===== src/rtl/uart_rx_frontend_if.sv =====
// uart_rx_frontend_if
//   Receiver-to-RX-FIFO handshake bundle.
//   i_rx_full    FIFO full indication (FIFO -> receiver)
//   o_rx_push    single-cycle push strobe into the FIFO
//   o_rx_data    received byte, valid while o_rx_push is high
//   o_overrun    single-cycle pulse: good byte dropped because the FIFO was full
//   o_frame_err  single-cycle pulse: stop bit low on a non-zero frame
//   modport master : receiver side
//   modport slave  : FIFO side
interface uart_rx_frontend_if;
   logic       i_rx_full;
   logic       o_rx_push;
   logic [7:0] o_rx_data;
   logic       o_overrun;
   logic       o_frame_err;

   modport master (
      input  i_rx_full,
      output o_rx_push,
      output o_rx_data,
      output o_overrun,
      output o_frame_err
   );

   modport slave (
      output i_rx_full,
      input  o_rx_push,
      input  o_rx_data,
      input  o_overrun,
      input  o_frame_err
   );
endinterface


===== src/rtl/uart_rx_frontend.sv =====
// uart_rx_frontend
//   8N1 UART receive front end: synchronises the raw RX line, detects a start
//   edge, samples the start bit at mid-bit and every following bit one bit
//   period later, then pushes the byte into the RX FIFO or reports overrun,
//   framing error or break.
//   Ports:
//     i_clk       system clock (rising edge)
//     i_rst_n     asynchronous active-low reset
//     i_uart_rxd  raw serial line, asynchronous, idle high
//     i_enable    receiver enable
//     fifo        FIFO handshake (uart_rx_frontend_if.master)
//     o_break     level: break condition in progress
//     o_busy      level: FSM not idle
//
//   state | meaning
//   ------+-----------------------------------------------------------
//   IDLE  | waiting for a falling edge on the synchronised line
//   START | timing to the middle of the start bit, rejecting glitches
//   DATA  | sampling 8 data bits LSB-first, one per bit period
//   STOP  | sampling the stop bit and reporting the frame outcome
//   BRK   | all-zero frame with low stop bit; wait for the line to rise
module uart_rx_frontend #(
   parameter int CLKS_PER_BIT = 174
) (
   input  logic                      i_clk,
   input  logic                      i_rst_n,
   input  logic                      i_uart_rxd,
   input  logic                      i_enable,
   uart_rx_frontend_if.master        fifo,
   output logic                      o_break,
   output logic                      o_busy
);

   localparam int CW = $clog2(CLKS_PER_BIT);
   localparam logic [CW-1:0] BIT_LAST  = CW'(CLKS_PER_BIT - 1);
   localparam logic [CW-1:0] HALF_LAST = CW'(CLKS_PER_BIT / 2 - 1);

   typedef enum logic [2:0] {
      S_IDLE,
      S_START,
      S_DATA,
      S_STOP,
      S_BRK
   } state_t;

   state_t          state;
   logic [CW-1:0]   bit_cnt;
   logic [2:0]      idx;
   logic [7:0]      shreg;
   logic            rxd_m;
   logic            rxd_s;
   logic            rxd_p;

   // Line idles high, so the synchroniser resets high to avoid a false start
   // edge right after reset release.
   always_ff @(posedge i_clk or negedge i_rst_n) begin
      if (!i_rst_n) begin
         rxd_m <= 1'b1;
         rxd_s <= 1'b1;
         rxd_p <= 1'b1;
      end else begin
         rxd_m <= i_uart_rxd;
         rxd_s <= rxd_m;
         rxd_p <= rxd_s;
      end
   end

   always_ff @(posedge i_clk or negedge i_rst_n) begin
      if (!i_rst_n) begin
         state            <= S_IDLE;
         bit_cnt          <= '0;
         idx              <= '0;
         shreg            <= '0;
         fifo.o_rx_push   <= 1'b0;
         fifo.o_rx_data   <= '0;
         fifo.o_overrun   <= 1'b0;
         fifo.o_frame_err <= 1'b0;
         o_break          <= 1'b0;
      end else begin
         fifo.o_rx_push   <= 1'b0;
         fifo.o_overrun   <= 1'b0;
         fifo.o_frame_err <= 1'b0;
         if (!i_enable) begin
            state   <= S_IDLE;
            bit_cnt <= '0;
            idx     <= '0;
            o_break <= 1'b0;
         end else begin
            case (state)
               S_IDLE: begin
                  if (rxd_p && !rxd_s) begin
                     state   <= S_START;
                     bit_cnt <= '0;
                  end
               end
               S_START: begin
                  if (bit_cnt == HALF_LAST) begin
                     bit_cnt <= '0;
                     idx     <= '0;
                     state   <= rxd_s ? S_IDLE : S_DATA;
                  end else begin
                     bit_cnt <= bit_cnt + 1'b1;
                  end
               end
               S_DATA: begin
                  if (bit_cnt == BIT_LAST) begin
                     bit_cnt <= '0;
                     shreg   <= {rxd_s, shreg[7:1]};
                     idx     <= idx + 1'b1;
                     if (idx == 3'd7) begin
                        state <= S_STOP;
                     end
                  end else begin
                     bit_cnt <= bit_cnt + 1'b1;
                  end
               end
               S_STOP: begin
                  if (bit_cnt == BIT_LAST) begin
                     bit_cnt <= '0;
                     if (rxd_s) begin
                        // Byte is captured even when dropped, so software can
                        // still inspect what was lost on overrun.
                        fifo.o_rx_data <= shreg;
                        if (fifo.i_rx_full) begin
                           fifo.o_overrun <= 1'b1;
                        end else begin
                           fifo.o_rx_push <= 1'b1;
                        end
                        state <= S_IDLE;
                     end else if (shreg != 8'h00) begin
                        fifo.o_frame_err <= 1'b1;
                        state            <= S_IDLE;
                     end else begin
                        o_break <= 1'b1;
                        state   <= S_BRK;
                     end
                  end else begin
                     bit_cnt <= bit_cnt + 1'b1;
                  end
               end
               S_BRK: begin
                  if (rxd_s) begin
                     o_break <= 1'b0;
                     state   <= S_IDLE;
                  end
               end
               default: begin
                  state <= S_IDLE;
               end
            endcase
         end
      end
   end

   assign o_busy = (state != S_IDLE);

endmodule


===== src/flat_wrapper.sv =====
// flat-port wrapper written by rule: the top's interface ports become plain ports
module uart_rx_frontend_flat 
#(
   parameter int CLKS_PER_BIT = 174
)
  (i_clk, i_rst_n, i_uart_rxd, i_enable, o_break, o_busy, fifo_i_rx_full, fifo_o_rx_push, fifo_o_rx_data, fifo_o_overrun, fifo_o_frame_err);
  uart_rx_frontend_if fifo_i ();
  input  logic i_clk;
  input  logic i_rst_n;
  input  logic i_uart_rxd;
  input  logic i_enable;
  output logic o_break;
  output logic o_busy;
  input wire logic [$bits(fifo_i.i_rx_full)-1:0] fifo_i_rx_full;
  output wire logic [$bits(fifo_i.o_rx_push)-1:0] fifo_o_rx_push;
  output wire logic [$bits(fifo_i.o_rx_data)-1:0] fifo_o_rx_data;
  output wire logic [$bits(fifo_i.o_overrun)-1:0] fifo_o_overrun;
  output wire logic [$bits(fifo_i.o_frame_err)-1:0] fifo_o_frame_err;
  assign fifo_i.i_rx_full = fifo_i_rx_full;
  assign fifo_o_rx_push = fifo_i.o_rx_push;
  assign fifo_o_rx_data = fifo_i.o_rx_data;
  assign fifo_o_overrun = fifo_i.o_overrun;
  assign fifo_o_frame_err = fifo_i.o_frame_err;
  uart_rx_frontend #(.CLKS_PER_BIT(CLKS_PER_BIT)) u_core (.i_clk(i_clk), .i_rst_n(i_rst_n), .i_uart_rxd(i_uart_rxd), .i_enable(i_enable), .fifo(fifo_i), .o_break(o_break), .o_busy(o_busy));
endmodule

===== config.mk =====
export PLATFORM = sky130hd
export DESIGN_NAME = uart_rx_frontend_flat
export DESIGN_NICKNAME = d
export VERILOG_FILES = /design/src/rtl/uart_rx_frontend_if.sv /design/src/rtl/uart_rx_frontend.sv /design/src/flat_wrapper.sv
export SDC_FILE = /design/constraint.sdc
export NUM_CORES = 1
export LEC_CHECK = 0
export ABC_AREA = 1
export BUFFER_PORTS_ARGS = -buffer_cell sky130_fd_sc_hd__buf_2
export CAP_MARGIN = 20
export CORE_MARGIN = 4
export CORE_UTILIZATION = 55
export CTS_BUF_LIST = sky130_fd_sc_hd__clkbuf_8
export DETAILED_ROUTE_END_ITERATION = 12
export HOLD_SLACK_MARGIN = 0.03
export PLACE_DENSITY = 0.74
export SLEW_MARGIN = 20
export SYNTH_ARGS = -nofsm -noshare
export SYNTH_HDL_FRONTEND = slang
export SYNTH_SLANG_ARGS = --single-unit

===== constraint.sdc =====
create_clock -name i_clk -period 3.6 [get_ports i_clk]
set_input_delay 0.18 -clock i_clk [delete_from_list [all_inputs] [get_ports i_clk]]
set_output_delay 0.18 -clock i_clk [all_outputs]
set_load 0.05 [all_outputs]

# [Yosys cells after proc, flatten, opt, wreduce, memory -nomap -nowiden]
# Cells that the tools add are included.
[totals] out_inout_bits=13 regBits=37
[op_classes] addsub=2 n_reduce_logical=12 n_eq_ne=18 n_mux=41
[ops] operator="two-way mux 3 bit" n=12
[ops] operator="two-way mux 8 bit" n=4
[ops] operator="one-hot mux 8 bit (3 select lines)" n=1
[ops] operator="two-way mux 1 bit" n=20
[ops] operator="inequality test 3 x 2 -> 1 bit, second input constant" n=6
[ops] operator="one-hot mux 3 bit (5 select lines)" n=1
[ops] operator="adder 8 x 1 -> 8 bit, second input constant" n=1
[ops] operator="equality test 8 x 7 -> 1 bit, second input constant" n=1
[ops] operator="equality test 8 bit, second input constant" n=1
[ops] operator="nonzero test 8 bit" n=1
[ops] operator="equality test 3 x 2 -> 1 bit, second input constant" n=2
[ops] operator="equality test 3 bit, second input constant" n=2
[ops] operator="inequality test 3 x 1 -> 1 bit, second input constant" n=2
[ops] operator="inequality test 3 bit, second input constant" n=2
[ops] operator="one-hot mux 3 bit (2 select lines)" n=1
[ops] operator="AND reduction 3 bit" n=2
[ops] operator="AND reduction 6 bit" n=1
[ops] operator="AND reduction 5 bit" n=1
[ops] operator="inequality test 4 x 2 -> 1 bit, second input constant" n=1
[ops] operator="AND reduction 4 bit" n=1
[ops] operator="adder 3 x 1 -> 3 bit, second input constant" n=1
[ops] operator="equality test 3 x 1 -> 1 bit, second input constant" n=1
[ops] operator="zero test 3 bit" n=1
[ops] operator="nonzero test 3 bit" n=1
[ops] operator="other kinds (6)" n=6

# [Depth between registers and ports, before layout]
# Gate-level depths: netlist of run 1.
[depth] word_depth=6 ltp_mapped=11 ltp_nobuf=11

# [Least setup slack after synthesis of run 1]
# OpenSTA, ideal clock, no wires.
[synth_timing] path_kind="flip-flop to flip-flop" startpoint="register u_core.bit_cnt[1]" endpoint="register u_core.state[1]" setup_slack_ns=2.241 required_time_ns=3.483 arrival_time_ns=1.242 setup_ns=0.117 period_less_slack_ns=1.359 path_stages_with_launch=12 cell_sequence="dfrtp_1 > inv_1 > ha_1 > nand2_1 > nor2_4 > nand2_4 > nand2_2 > nand2_2 > nor2_4 > nand2_2 > nand2_1 > nand2_1"
[synth_via] elab_chain_cells=3 word_cells_on_any_way=6 classes_between="5 x eq/ne; 1 x reduce/logical"
[synth_lines] element="start, declared" line="uart_rx_frontend.sv:47" rtl="logic [CW-1:0] bit_cnt;"
[synth_lines] element="start signal, assigned" line="uart_rx_frontend.sv:102" rtl="bit_cnt <= bit_cnt + 1'b1;"
[synth_lines] element="start signal, assigned" line="uart_rx_frontend.sv:114" rtl="bit_cnt <= bit_cnt + 1'b1;"
[synth_lines] element="start signal, assigned" line="uart_rx_frontend.sv:138" rtl="bit_cnt <= bit_cnt + 1'b1;"
[synth_lines] element="equality test 8 bit or equality test 8 x 7 -> 1 bit (tied branches)" line="uart_rx_frontend.sv:106, uart_rx_frontend.sv:118, uart_rx_frontend.sv:97"
[synth_lines] element="inequality test 3 x 2 -> 1 bit (no source line)"
[synth_lines] element="AND reduction 6 bit (no source line) (*)"
[synth_lines] element="end signal, assigned" line="uart_rx_frontend.sv:100" rtl="state <= rxd_s ? S_IDLE : S_DATA;"
[synth_lines] element="end, declared" line="uart_rx_frontend.sv:46" rtl="state_t state;"
# Mark *: on every way between the ends. The rest lies on a longest branch, timed or not.
# A chain may end at the register's enable or synchronous reset.

# [Worst setup path in the final report of run 1]
[layout_timing] startpoint="register u_core.bit_cnt[1]" endpoint="register u_core.fifo.o_rx_data[1]"
[layout_via] elab_chain_cells=2
[layout_lines] element="equality test 8 bit" line="uart_rx_frontend.sv:118" rtl="if (bit_cnt == BIT_LAST) begin"
[layout_lines] element="AND reduction 4 bit (no source line)"
[layout_lines] element="end signal, assigned" line="uart_rx_frontend.sv:123" rtl="fifo.o_rx_data <= shreg;"
[layout_lines] element="end, declared" line="uart_rx_frontend_if.sv:20" rtl="output o_rx_data,"
# Every way passes these cells.

==> results.cfg, run 1 <==
[run_status]
status = completed

[die]
design.portCount = 18
floorplan.initialDensity_pct = 59.5
die-width_um = 69.2
fp.dieArea_mm2 = 0.00479
fp.coreArea_mm2 = 0.00347
dieHeight_um = 69.2
floorplan.rows = 21

[logic_synthesis]
synth_compound_gate_area_share_pct = 8.31
synth-warning-count = 0
synth.distinct_cells = 28
synth_commonest_cells = sky130_fd_sc_hd__nand2_1 (73), sky130_fd_sc_hd__dfrtp_1 (34), sky130_fd_sc_hd__inv_1 (31), sky130_fd_sc_hd__nand3_1 (20), sky130_fd_sc_hd__nor2_1 (19)
post_synth_xor_area_fraction_pct = 0
yosys.cell_count.top_type = sky130_fd_sc_hd__nand2_1
ys_top_cells_by_area = sky130_fd_sc_hd__dfrtp_1 (41%), sky130_fd_sc_hd__nand2_1 (13%), sky130_fd_sc_hd__o21ai_2 (6.8%)
synth-edff-count = 0
mappedNetlistArea_mm2 = 0.00206
synthesis.area_per_instance_um2 = 8.22
portion_of_the_post_synthesis_area_used_by_sequential_elements_pct = 45.1
synth_fp_nets = 261
synth.top_cell.area_share_pct = 41.3
combinational_family_with_the_most_area_after_synthesis = simple AND/OR/NAND/NOR gates
syn-instance-count = 251
async_reset_ff_share_pct = 100
number_of_synthesized_register_bits = 37
post-synth-top-area-cell = sky130_fd_sc_hd__dfrtp_1
yosys_most_used_dff = sky130_fd_sc_hd__dfrtp_1
yosys-mux-area-fraction_pct = 0
simple_gate_share_of_the_synthesized_area_pct = 34.6
synthAdderAreaFrac_pct = 3.03

[sta]
fin_worst_hold_slack_ns = 0.0520
clock_skews_ns = 0.00474
worst-slew-pin-transition_ns = 0.792
fin_setup_tns_ns = 0
layout_min_cycle_time_ns = 1.55
layout_worst_path_cycle_share_pct = 43.1
max_transition_viols_final = 0
timing_hold_violations_final = 0
finalSetupViolCount = 0
fmax_achieved_ghz = 0.645
slew_headroom_pct = 47.2
grt_setup_unrepaired = no

[pwr]
total_switching_power_mw = 0.344
p_clk_share_pct = 28.0
static-leakage-power_nw = 1.22
pwr-share-comb_pct = 24.6
ir_drop_v = 0.000286
intPower_mw = 0.641
switching_share_of_power_pct = 34.9
power.density_mw_per_mm2 = 434
power.share.sequential_pct = 47.4

[grt]
global_route.usage.total_pct = 17.5
grt_pass1_wl_um = 6780
initial_antenna_violation_count = 0
largest_net_degree_at_the_start_of_global_routing = 38
first_global_vias = 1513
grt_remaining_overflow = 0

[place]
placer_s_final_routability_congestion_estimate = 0.920
io_buffer_count = 17
area_post_placement_mm2 = 0.00217
dp_hpwl_um = 2790

[finish]
antenna_cells_inserted = 0
non_filler_cell_area_final_mm2 = 0.00227
drive_above_1_share_pct = 25.6
finalNetCount = 282
areaGrowthSynthToFinish_pct = 10.1
fillers = 335

[clock_tree]
htreeDepth = 2
numCtsBuffers = 5
insertion_delay_ns = 0.29
tritoncts_num_sinks = 37
clk_pin_slew_ns = 0.07
cts_buffer_depth = 2
cts_resized = 0
tritoncts = done
clock_tree_root_buffer_cell = sky130_fd_sc_hd__clkbuf_8

[routing]
detail_route.vias_per_cell = 5.03
remaining_drc_errors = 0
drt-wirelength-per-cell_um = 11.8
wl_um = 3750
num_vias = 1605
detailedRoute.firstIterationViolations = 133
drt_first_pass_iters = 4
ant_nets = 0

[critical_path]
kind_of_start_point_of_the_critical_path = flip-flop
critical_path_peak_fanout = 18
required_ns = 3.78
critPathArrivalTime_ns = 1.73
critical_path.endpoint_type = flip-flop
timing_worst_setup_path_type = flip-flop to flip-flop

[run]
drv_cap = 0

[min_path]
worstHoldPathType = input port to flip-flop
## per-layer routing
layer	up-vias	GRT usage, %	routed length [um]
met2	21	26.8	1680
li1	836	-	-
met3	5	5.65	143
met4	0	5.21	54
met1	743	23.7	1880
met5	-	0	0
## registers in the layout, summed over array words and instances, names as in the netlist
signal,flops
u_core.bit_cnt,8
u_core.fifo.o_rx_data,8
u_core.shreg,8
u_core.idx,3
u_core.state,3
u_core.fifo.o_frame_err,1
u_core.fifo.o_overrun,1
u_core.fifo.o_rx_push,1
u_core.o_break,1
u_core.rxd_m,1
u_core.rxd_p,1
u_core.rxd_s,1
## layout by cell type, fill, tap and decap left out, types with 4 or more instances in the layout
cell type / count
sky130_fd_sc_hd__nand2_1: 73
sky130_fd_sc_hd__inv_1: 32
sky130_fd_sc_hd__nand3_1: 20
sky130_fd_sc_hd__dfrtp_1: 34
sky130_fd_sc_hd__nand2_2: 8
sky130_fd_sc_hd__ha_1: 5
sky130_fd_sc_hd__o21ai_2: 16
sky130_fd_sc_hd__nand4_1: 8
sky130_fd_sc_hd__buf_2: 17
sky130_fd_sc_hd__nor2_4: 4
sky130_fd_sc_hd__clkbuf_8: 5
sky130_fd_sc_hd__nor2_1: 19
sky130_fd_sc_hd__inv_2: 4
## worst paths after layout
check,from,end,slack [ns],cells past startpoint
worst max-delay path,u_core.bit_cnt[1],u_core.fifo.o_rx_data[1],2.05,9
worst min-delay path,fifo_i_rx_full,u_core.fifo.o_rx_push,0.05,2
worst max register to register,u_core.bit_cnt[1],u_core.fifo.o_rx_data[1],2.05,9
worst min register to register,u_core.rxd_m,u_core.rxd_s,0.35,0
max in group asynchronous,i_rst_n,u_core.state[0],2.60,2
min in group asynchronous,i_rst_n,u_core.shreg[4],0.51,2
## cell families (layout without fill, tap and decap cells)
group,Yosys count,in the layout
buffers and inverters,42,64
adders and majority gates,5,5
and+or+nand+nor,145,145
DFF,37,37
AOI/OAI and AO/OA,22,22
## what timing repair did
action / 4_1_cts / 5_1_grt
hold buffers: 2 / 0
hold endpoints to repair: 35 / 0
setup buffers: 0 / 0
endpoints found under the setup margin: 0 / 0
## power by group through the flow
stage / Combinational, mW / Clock, mW / Sequential, mW
3_3_place_gp: 0.239 / 0 / 0.472
6_report: 0.242 / 0.276 / 0.467
2_1_floorplan: 0.180 / 0 / 0.479
3_5_place_dp: 0.239 / 0 / 0.474
5_1_grt: 0.275 / 0.304 / 0.470
4_1_cts: 0.243 / 0.283 / 0.466
## worst max-delay path, stage by stage (launching register included)
cell and delay, ns:
sky130_fd_sc_hd__dfrtp_1 0.42, sky130_fd_sc_hd__inv_1 0.09, sky130_fd_sc_hd__ha_1 0.14, sky130_fd_sc_hd__nand2_1 0.08, sky130_fd_sc_hd__nor2_4 0.11, sky130_fd_sc_hd__nand2_4 0.10, sky130_fd_sc_hd__clkinv_4 0.08, sky130_fd_sc_hd__nand3_4 0.21
sky130_fd_sc_hd__nand2_1 0.15, sky130_fd_sc_hd__o21ai_2 0.06
## area by class of cell
class	count	area, um2	area share (%)
Multi-Input combinational cell	172	948	41.8
Timing Repair Buffer	19	105	4.63
Sequential cell	37	930	41.0
Inverter	37	146	6.45
Clock buffer	5	68.8	3.03
Tap cell	46	57.6	2.54
Clock inverter	3	13.8	0.606
## stage by stage
| stage | setup slack (ns) | util (%) | total power, mW | instances |
|---|---|---|---|---|
| 2_1_floorplan | 2.24 | - | 0.659 | 251 |
| 3_3_place_gp | 2.08 | 62.5 | 0.712 | 309 |
| 3_5_place_dp | 2.05 | 62.5 | 0.713 | 309 |
| 4_1_cts | 2.04 | 65.4 | 0.992 | 319 |
| 5_1_grt | 1.92 | 65.4 | 1.05 | 319 |
| 6_report | 2.05 | 65.4 | 0.984 | 319 |
(Power assumes the default switching activity.)
==> run 2, diff against run 1 <==
--- a/config.mk
+++ b/config.mk
@@ -5,7 +5,7 @@
 export SDC_FILE = /design/constraint.sdc
 export NUM_CORES = 1
 export LEC_CHECK = 0
-export ABC_AREA = 1
+export ABC_AREA = 0
 export BUFFER_PORTS_ARGS = -buffer_cell sky130_fd_sc_hd__buf_2
 export CAP_MARGIN = 20
 export CORE_MARGIN = 4
@@ -13,7 +13,7 @@
 export CTS_BUF_LIST = sky130_fd_sc_hd__clkbuf_8
 export DETAILED_ROUTE_END_ITERATION = 12
 export HOLD_SLACK_MARGIN = 0.03
-export PLACE_DENSITY = 0.74
+export PLACE_DENSITY = 0.75
 export SLEW_MARGIN = 20
 export SYNTH_ARGS = -nofsm -noshare
 export SYNTH_HDL_FRONTEND = slang
==> constraint.sdc (replaced) <==
create_clock -name i_clk -period 1.6 [get_ports i_clk]
set_input_delay 0.08 -clock i_clk [delete_from_list [all_inputs] [get_ports i_clk]]
set_output_delay 0.08 -clock i_clk [all_outputs]
set_load 0.05 [all_outputs]
==> results.cfg, run 2 <==
[grt]
grt_pass1_wl_um = 8350
global_route.usage.total_pct = 26.7
grt_remaining_overflow = 0
largest_net_degree_at_the_start_of_global_routing = 38
initial_antenna_violation_count = 0
first_global_vias = 1678

[critical_path]
critical_path.endpoint_type = flip-flop
kind_of_start_point_of_the_critical_path = flip-flop
path_cells = inv_2 -> ha_4 -> nand4b_1 -> nor2_4 -> buf_4 -> buf_6 -> nand3_4 -> mux2_2
crit_path_top_delay_cell = sky130_fd_sc_hd__dfrtp_1
path_delay_family = simple AND/OR/NAND/NOR gates
timing_worst_setup_path_type = flip-flop to flip-flop
source_of_the_worst_register_to_register_timing_path = u_core.bit_cnt[1]
critPathMaxStageDelay_ns = 0.42
reg2reg_depth = 8
regToRegSetupSlack_ns = -0.36
critPathArrivalTime_ns = 2.15
timing.critical_path.buf_inv = 3
required_ns = 1.78
rr_endpoint = u_core.fifo.o_rx_data[0]
critical_path_peak_fanout = 5

[logic_synthesis]
synth_fp_nets = 171
synth_commonest_cells = sky130_fd_sc_hd__dfrtp_1 (34), sky130_fd_sc_hd__mux2_2 (18), sky130_fd_sc_hd__inv_1 (11), sky130_fd_sc_hd__nor2_1 (10), sky130_fd_sc_hd__o21ai_0 (9)
portion_of_the_post_synthesis_area_used_by_sequential_elements_pct = 51.2
synth.top_cell.area_share_pct = 46.9
synthesis.area_per_instance_um2 = 11.3
synth-warning-count = 0
number_of_synthesized_register_bits = 37
synth-edff-count = 0
ys_top_cells_by_area = sky130_fd_sc_hd__dfrtp_1 (47%), sky130_fd_sc_hd__mux2_2 (11%), sky130_fd_sc_hd__dfstp_2 (4.3%)
yosys.cell_count.top_type = sky130_fd_sc_hd__dfrtp_1
async_reset_ff_share_pct = 100
post-synth-top-area-cell = sky130_fd_sc_hd__dfrtp_1
synth.distinct_cells = 43
mappedNetlistArea_mm2 = 0.00182
syn-instance-count = 161
yosys_most_used_dff = sky130_fd_sc_hd__dfrtp_1

[clock_tree]
cts_buffer_depth = 2
tritoncts = done
clock_tree_root_buffer_cell = sky130_fd_sc_hd__clkbuf_8
htreeDepth = 2
insertion_delay_ns = 0.30
numCtsBuffers = 5
clk_pin_slew_ns = 0.08
tritoncts_num_sinks = 37

[die]
floorplan.rows = 20
design.portCount = 18
die-width_um = 65.5
floorplan.initialDensity_pct = 58.5
fp.dieArea_mm2 = 0.00428
dieHeight_um = 65.5
fp.coreArea_mm2 = 0.00310

[place]
placer_s_final_routability_congestion_estimate = 0.846
io_buffer_count = 17
dpl_worst_slack_ns = -0.223
dp_hpwl_um = 2830
post-place-cells = 241
area_post_placement_mm2 = 0.00211

[sta]
slew_headroom_pct = 69.3
max_transition_viols_final = 0
timing_hold_violations_final = 0
layout_min_cycle_time_ns = 1.96
layout_worst_path_cycle_share_pct = 123
worst-slew-pin-transition_ns = 0.461
clock_skews_ns = 0.0106
finalSetupViolCount = 33
timing.final.ws_setup_ns = -0.364
fmax_achieved_ghz = 0.509
grt_setup_unrepaired = yes

[run_status]
status = complete, but fails checks
violated_checks = negative setup slack

[routing]
detail_route.vias_per_cell = 6.23
remaining_drc_errors = 0
ant_nets = 0
num_vias = 1594
detailedRoute.firstIterationViolations = 140
drt_first_pass_iters = 4
wl_um = 5350
drt-wirelength-per-cell_um = 20.9

[finish]
mostFrequentLayoutCell = sky130_fd_sc_hd__dfrtp_1
finalNetCount = 221
non_filler_cell_area_final_mm2 = 0.00251
most-common-layout-cells = sky130_fd_sc_hd__dfrtp_1 (33), sky130_fd_sc_hd__buf_4 (23), sky130_fd_sc_hd__buf_2 (17)
fillers = 187
areaGrowthSynthToFinish_pct = 38.0
layout.core_utilization_pct = 80.8
drive_above_1_share_pct = 46.2
antenna_cells_inserted = 0
leading_registers_by_flop_count = u_core.bit_cnt: 8 flops, u_core.fifo.o_rx_data: 8 flops, u_core.shreg: 8 flops
layoutNonFillerInstCount = 256

[pwr]
power.density_mw_per_mm2 = 889
total_power_mw = 2.23
static-leakage-power_nw = 1.20
ir_drop_v = 0.00109

[min_path]
cell_depth_of_the_worst_min_delay_path = 4
holdPathEnd = u_core.o_break
worstHoldPathType = input port to flip-flop
hold_path.startpoint = i_enable

[run]
drv_cap = 0
-- run 2: cell count changes in the layout (fill, tap and decap cells not counted), sizes merged, moves of 4 or more --
cell | before | now
nor2 | 27 | 10
nand2 | 84 | 6
buf | 17 | 46
nand4 | 8 | 0
o221ai | 0 | 4
nand2b | 0 | 5
nand3 | 22 | 5
inv | 37 | 12
mux2 | 0 | 18
o21ai | 19 | 9
-- run 2: power by group --
| group | internal [mW] | total (mW) | switching [mW] |
|---|---|---|---|
| sequential | 0.957 | 0.973 | 0.0168 |
| combinational | 0.111 | 0.252 | 0.141 |
| clock | 0.628 | 1.00 | 0.375 |
-- run 2: cells by family (layout without fill, tap and decap cells) --
kind of cell | count (synthesis) | after routing | share of synthesized area (%)
adders and majority gates | 5 | 5 | 3.45
muxes | 18 | 18 | 11.2
buffers and inverters | 18 | 68 | 4.34
AOI/OAI and AO/OA | 36 | 36 | 14.4
xor gates and xnor gates | 1 | 1 | 0.483
DFF | 37 | 37 | 51.2
and+or+nand+nor | 46 | 47 | 15.0
-- run 2: per-layer routing --
metal / wire length [um] / GRT usage (%) / share of wire [%]
met5: 0 / 0 / 0
met4: 232 / 14.0 / 4.3
met3: 291 / 6.67 / 5.4
met2: 2770 / 45.9 / 52
met1: 2060 / 30.4 / 38
-- run 2: worst max path at each step --
stage | from | end | cells past startpoint
after CTS | u_core.bit_cnt[0] | u_core.idx[0] | 6
after floorplan | u_core.bit_cnt[1] | u_core.state[0] | 6
after global routing | u_core.bit_cnt[1] | u_core.fifo.o_rx_data[0] | 8
final | u_core.bit_cnt[1] | u_core.fifo.o_rx_data[0] | 8
after global placement | u_core.bit_cnt[0] | u_core.state[0] | 7
after detailed placement | u_core.bit_cnt[1] | u_core.state[0] | 6
-- run 2: layout make-up --
type,instances,area (um2),share of cell area (%)
clock inverter,3,68.8,2.75
sequential,37,931,37.1
inverter,11,41.3,1.65
tap,44,55.1,2.20
timing repair buffer,49,355,14.2
clock buffer,5,68.8,2.75
multi-input combinational,107,986,39.3
-- run 2: timing repair --
action / 4_1_cts / 5_1_grt
setup buffers: 5 / 1
endpoints found under the hold margin: 37 / 0
pin swaps: 9 / 7
hold buffers: 3 / 0
gates resized for setup: 36 / 14
endpoints found under the setup margin: 33 / 35
cloned: 1 / 0
-- run 2: metrics by stage --
stage	setup TNS, ns	hold slack, ns
after floorplan	-1.77	-0.216
after global placement	-2.79	0.140
after detailed placement	-5.33	0.146
after CTS	-3.47	0.171
after global routing	-9.07	0.235
final	-8.07	0.223
-- run 2: worst min-delay path, cell delays in order --
cell	delay, ns
sky130_fd_sc_hd__buf_2	0.15
sky130_fd_sc_hd__inv_1	0.09
sky130_fd_sc_hd__a21oi_1	0.06
sky130_fd_sc_hd__o21a_1	0.10
==> run 3, diff against run 2 <==
==> constraint.sdc (replaced) <==
create_clock -name i_clk -period 1.6 [get_ports i_clk]
set_input_delay 0.08 -clock i_clk [delete_from_list [all_inputs] [get_ports i_clk]]
set_output_delay 0.08 -clock i_clk [all_outputs]
set_load 0.02 [all_outputs]
==> results.cfg, run 3 (synthesized netlist as in run 2, its figures left out) <==
[run_status]
status = complete, but fails checks
violated_checks = negative setup slack

[clock_tree]
numCtsBuffers = 5
htreeDepth = 2
clock_tree_root_buffer_cell = sky130_fd_sc_hd__clkbuf_8
insertion_delay_ns = 0.30
tritoncts = done
cts_buffer_depth = 2
tritoncts_num_sinks = 37
clk_pin_slew_ns = 0.08

[pwr]
pwr-share-comb_pct = 11.1
p_clk_share_pct = 44.7
power.density_mw_per_mm2 = 879
switching_share_of_power_pct = 23.1
total_switching_power_mw = 0.508
ir_drop_v = 0.00109
static-leakage-power_nw = 1.20
intPower_mw = 1.69
power.share.sequential_pct = 44.2

[finish]
non_filler_cell_area_final_mm2 = 0.00250
area_occupied_by_multi_input_gates_um2 = 986
drive_above_1_share_pct = 45.8
antenna_cells_inserted = 0
regArea_um2 = 930
leading_registers_by_flop_count = u_core.bit_cnt: 8 flops, u_core.fifo.o_rx_data: 8 flops, u_core.shreg: 8 flops
most-common-layout-cells = sky130_fd_sc_hd__dfrtp_1 (34), sky130_fd_sc_hd__buf_4 (23), sky130_fd_sc_hd__buf_2 (17)
mostFrequentLayoutCell = sky130_fd_sc_hd__dfrtp_1
fillers = 192
finalNetCount = 221
areaGrowthSynthToFinish_pct = 38.0

[grt]
initial_antenna_violation_count = 0
grt_remaining_overflow = 0
first_global_vias = 1678
global_route.usage.total_pct = 26.7
largest_net_degree_at_the_start_of_global_routing = 38
grt_pass1_wl_um = 8350

[sta]
layout_worst_path_cycle_share_pct = 121
fin_worst_hold_slack_ns = 0.217
max_transition_viols_final = 0
clock_skews_ns = 0.0101
grt_setup_unrepaired = yes
timing_hold_violations_final = 0
finalSetupViolCount = 33
slew_headroom_pct = 69.4
fmax_achieved_ghz = 0.517
worst-slew-pin-transition_ns = 0.459
layout_min_cycle_time_ns = 1.93
timing.final.ws_setup_ns = -0.334

[routing]
detailedRoute.firstIterationViolations = 115
detail_route.vias_per_cell = 6.12
remaining_drc_errors = 0
drt_first_pass_iters = 4
wl_um = 5030
drt-wirelength-per-cell_um = 19.6
ant_nets = 0
num_vias = 1567

[die]
fp.coreArea_mm2 = 0.00310
floorplan.rows = 20
design.portCount = 18
die-width_um = 65.5
fp.dieArea_mm2 = 0.00428
dieHeight_um = 65.5
floorplan.initialDensity_pct = 58.5

[min_path]
worstHoldPathType = input port to flip-flop

[place]
placer_s_final_routability_congestion_estimate = 0.846
area_post_placement_mm2 = 0.00211
dp_hpwl_um = 2830
io_buffer_count = 17

[critical_path]
critical_path.endpoint_type = flip-flop
kind_of_start_point_of_the_critical_path = flip-flop
critPathArrivalTime_ns = 2.12
critical_path_peak_fanout = 5
timing_worst_setup_path_type = flip-flop to flip-flop
required_ns = 1.78

[run]
drv_cap = 0
run 3: cell counts in the layout (fill, tap and decap cells not counted):
Identical to the previous run, type by type.
run 3: metrics by stage:
| step | setup TNS (ns) | cells | total power [mW] | utilization [%] | worst slack, ns |
|---|---|---|---|---|---|
| final | -7.83 | 256 | 2.20 | 80.7 | -0.334 |
| after global routing | -8.97 | 256 | 2.29 | 80.7 | -0.355 |
| after CTS | -3.47 | 257 | 2.20 | 79.6 | -0.195 |
| after detailed placement | -5.33 | 241 | 1.18 | 68.1 | -0.223 |
| after global placement | -2.79 | 241 | 1.17 | 68.1 | -0.154 |
| after floorplan | -1.77 | 161 | 1.07 | - | -0.138 |
run 3: path summary, 6_finish.rpt:
kind / start / end / slack (ns) / depth (start not counted)
max in group asynchronous: i_rst_n / u_core.rxd_p / 0.88 / 3
min in group asynchronous: i_rst_n / u_core.bit_cnt[4] / 0.35 / 3
worst min register to register: u_core.rxd_m / u_core.rxd_s / 0.36 / 0
worst max-delay path: u_core.bit_cnt[1] / u_core.fifo.o_rx_data[0] / -0.33 / 8
worst min-delay path: i_enable / u_core.o_break / 0.22 / 4
worst max register to register: u_core.bit_cnt[1] / u_core.fifo.o_rx_data[0] / -0.33 / 8
run 3: critical path, stage by stage (launching register included):
cell and delay, ns:
sky130_fd_sc_hd__dfrtp_1 0.42, sky130_fd_sc_hd__inv_2 0.09, sky130_fd_sc_hd__ha_4 0.12, sky130_fd_sc_hd__nand4b_1 0.25, sky130_fd_sc_hd__nor2_4 0.25, sky130_fd_sc_hd__buf_4 0.14
sky130_fd_sc_hd__buf_6 0.11, sky130_fd_sc_hd__nand3_4 0.11, sky130_fd_sc_hd__mux2_2 0.32
run 3: what timing repair did:
item | 4_1_cts | 5_1_grt
hold buffers | 3 | 0
pin swaps | 9 | 7
endpoints found under the setup margin | 33 | 34
cloned | 1 | 0
endpoints found under the hold margin | 37 | 0
gates resized for setup | 36 | 13
setup buffers | 5 | 1
run 3: final cells by class:
| type | instances | share of cell area (%) |
|---|---|---|
| Clock inverter | 3 | 2.75 |
| Sequential cell | 37 | 37.1 |
| Tap cell | 44 | 2.20 |
| Inverter | 11 | 1.65 |
| Clock buffer | 5 | 2.75 |
| Timing Repair Buffer | 49 | 14.2 |
| Multi-Input combinational cell | 107 | 39.4 |
run 3: power by group through the flow:
stage	sequential [mW]	combinational (mW)	clock [mW]
2_1_floorplan	0.993	0.0791	0
3_3_place_gp	0.989	0.177	0
3_5_place_dp	0.991	0.189	0
4_1_cts	0.973	0.229	0.996
5_1_grt	0.977	0.268	1.04
6_report	0.973	0.244	0.985
run 3: routing by layer:
layer	wire, um	GRT usage, %	part of all wire, %	vias up
met2	2630	45.9	52	46
met5	0	0	0	-
met4	210	14.0	4.2	0
li1	-	-	-	691
met1	1980	30.4	39	811
met3	203	6.67	4.0	19
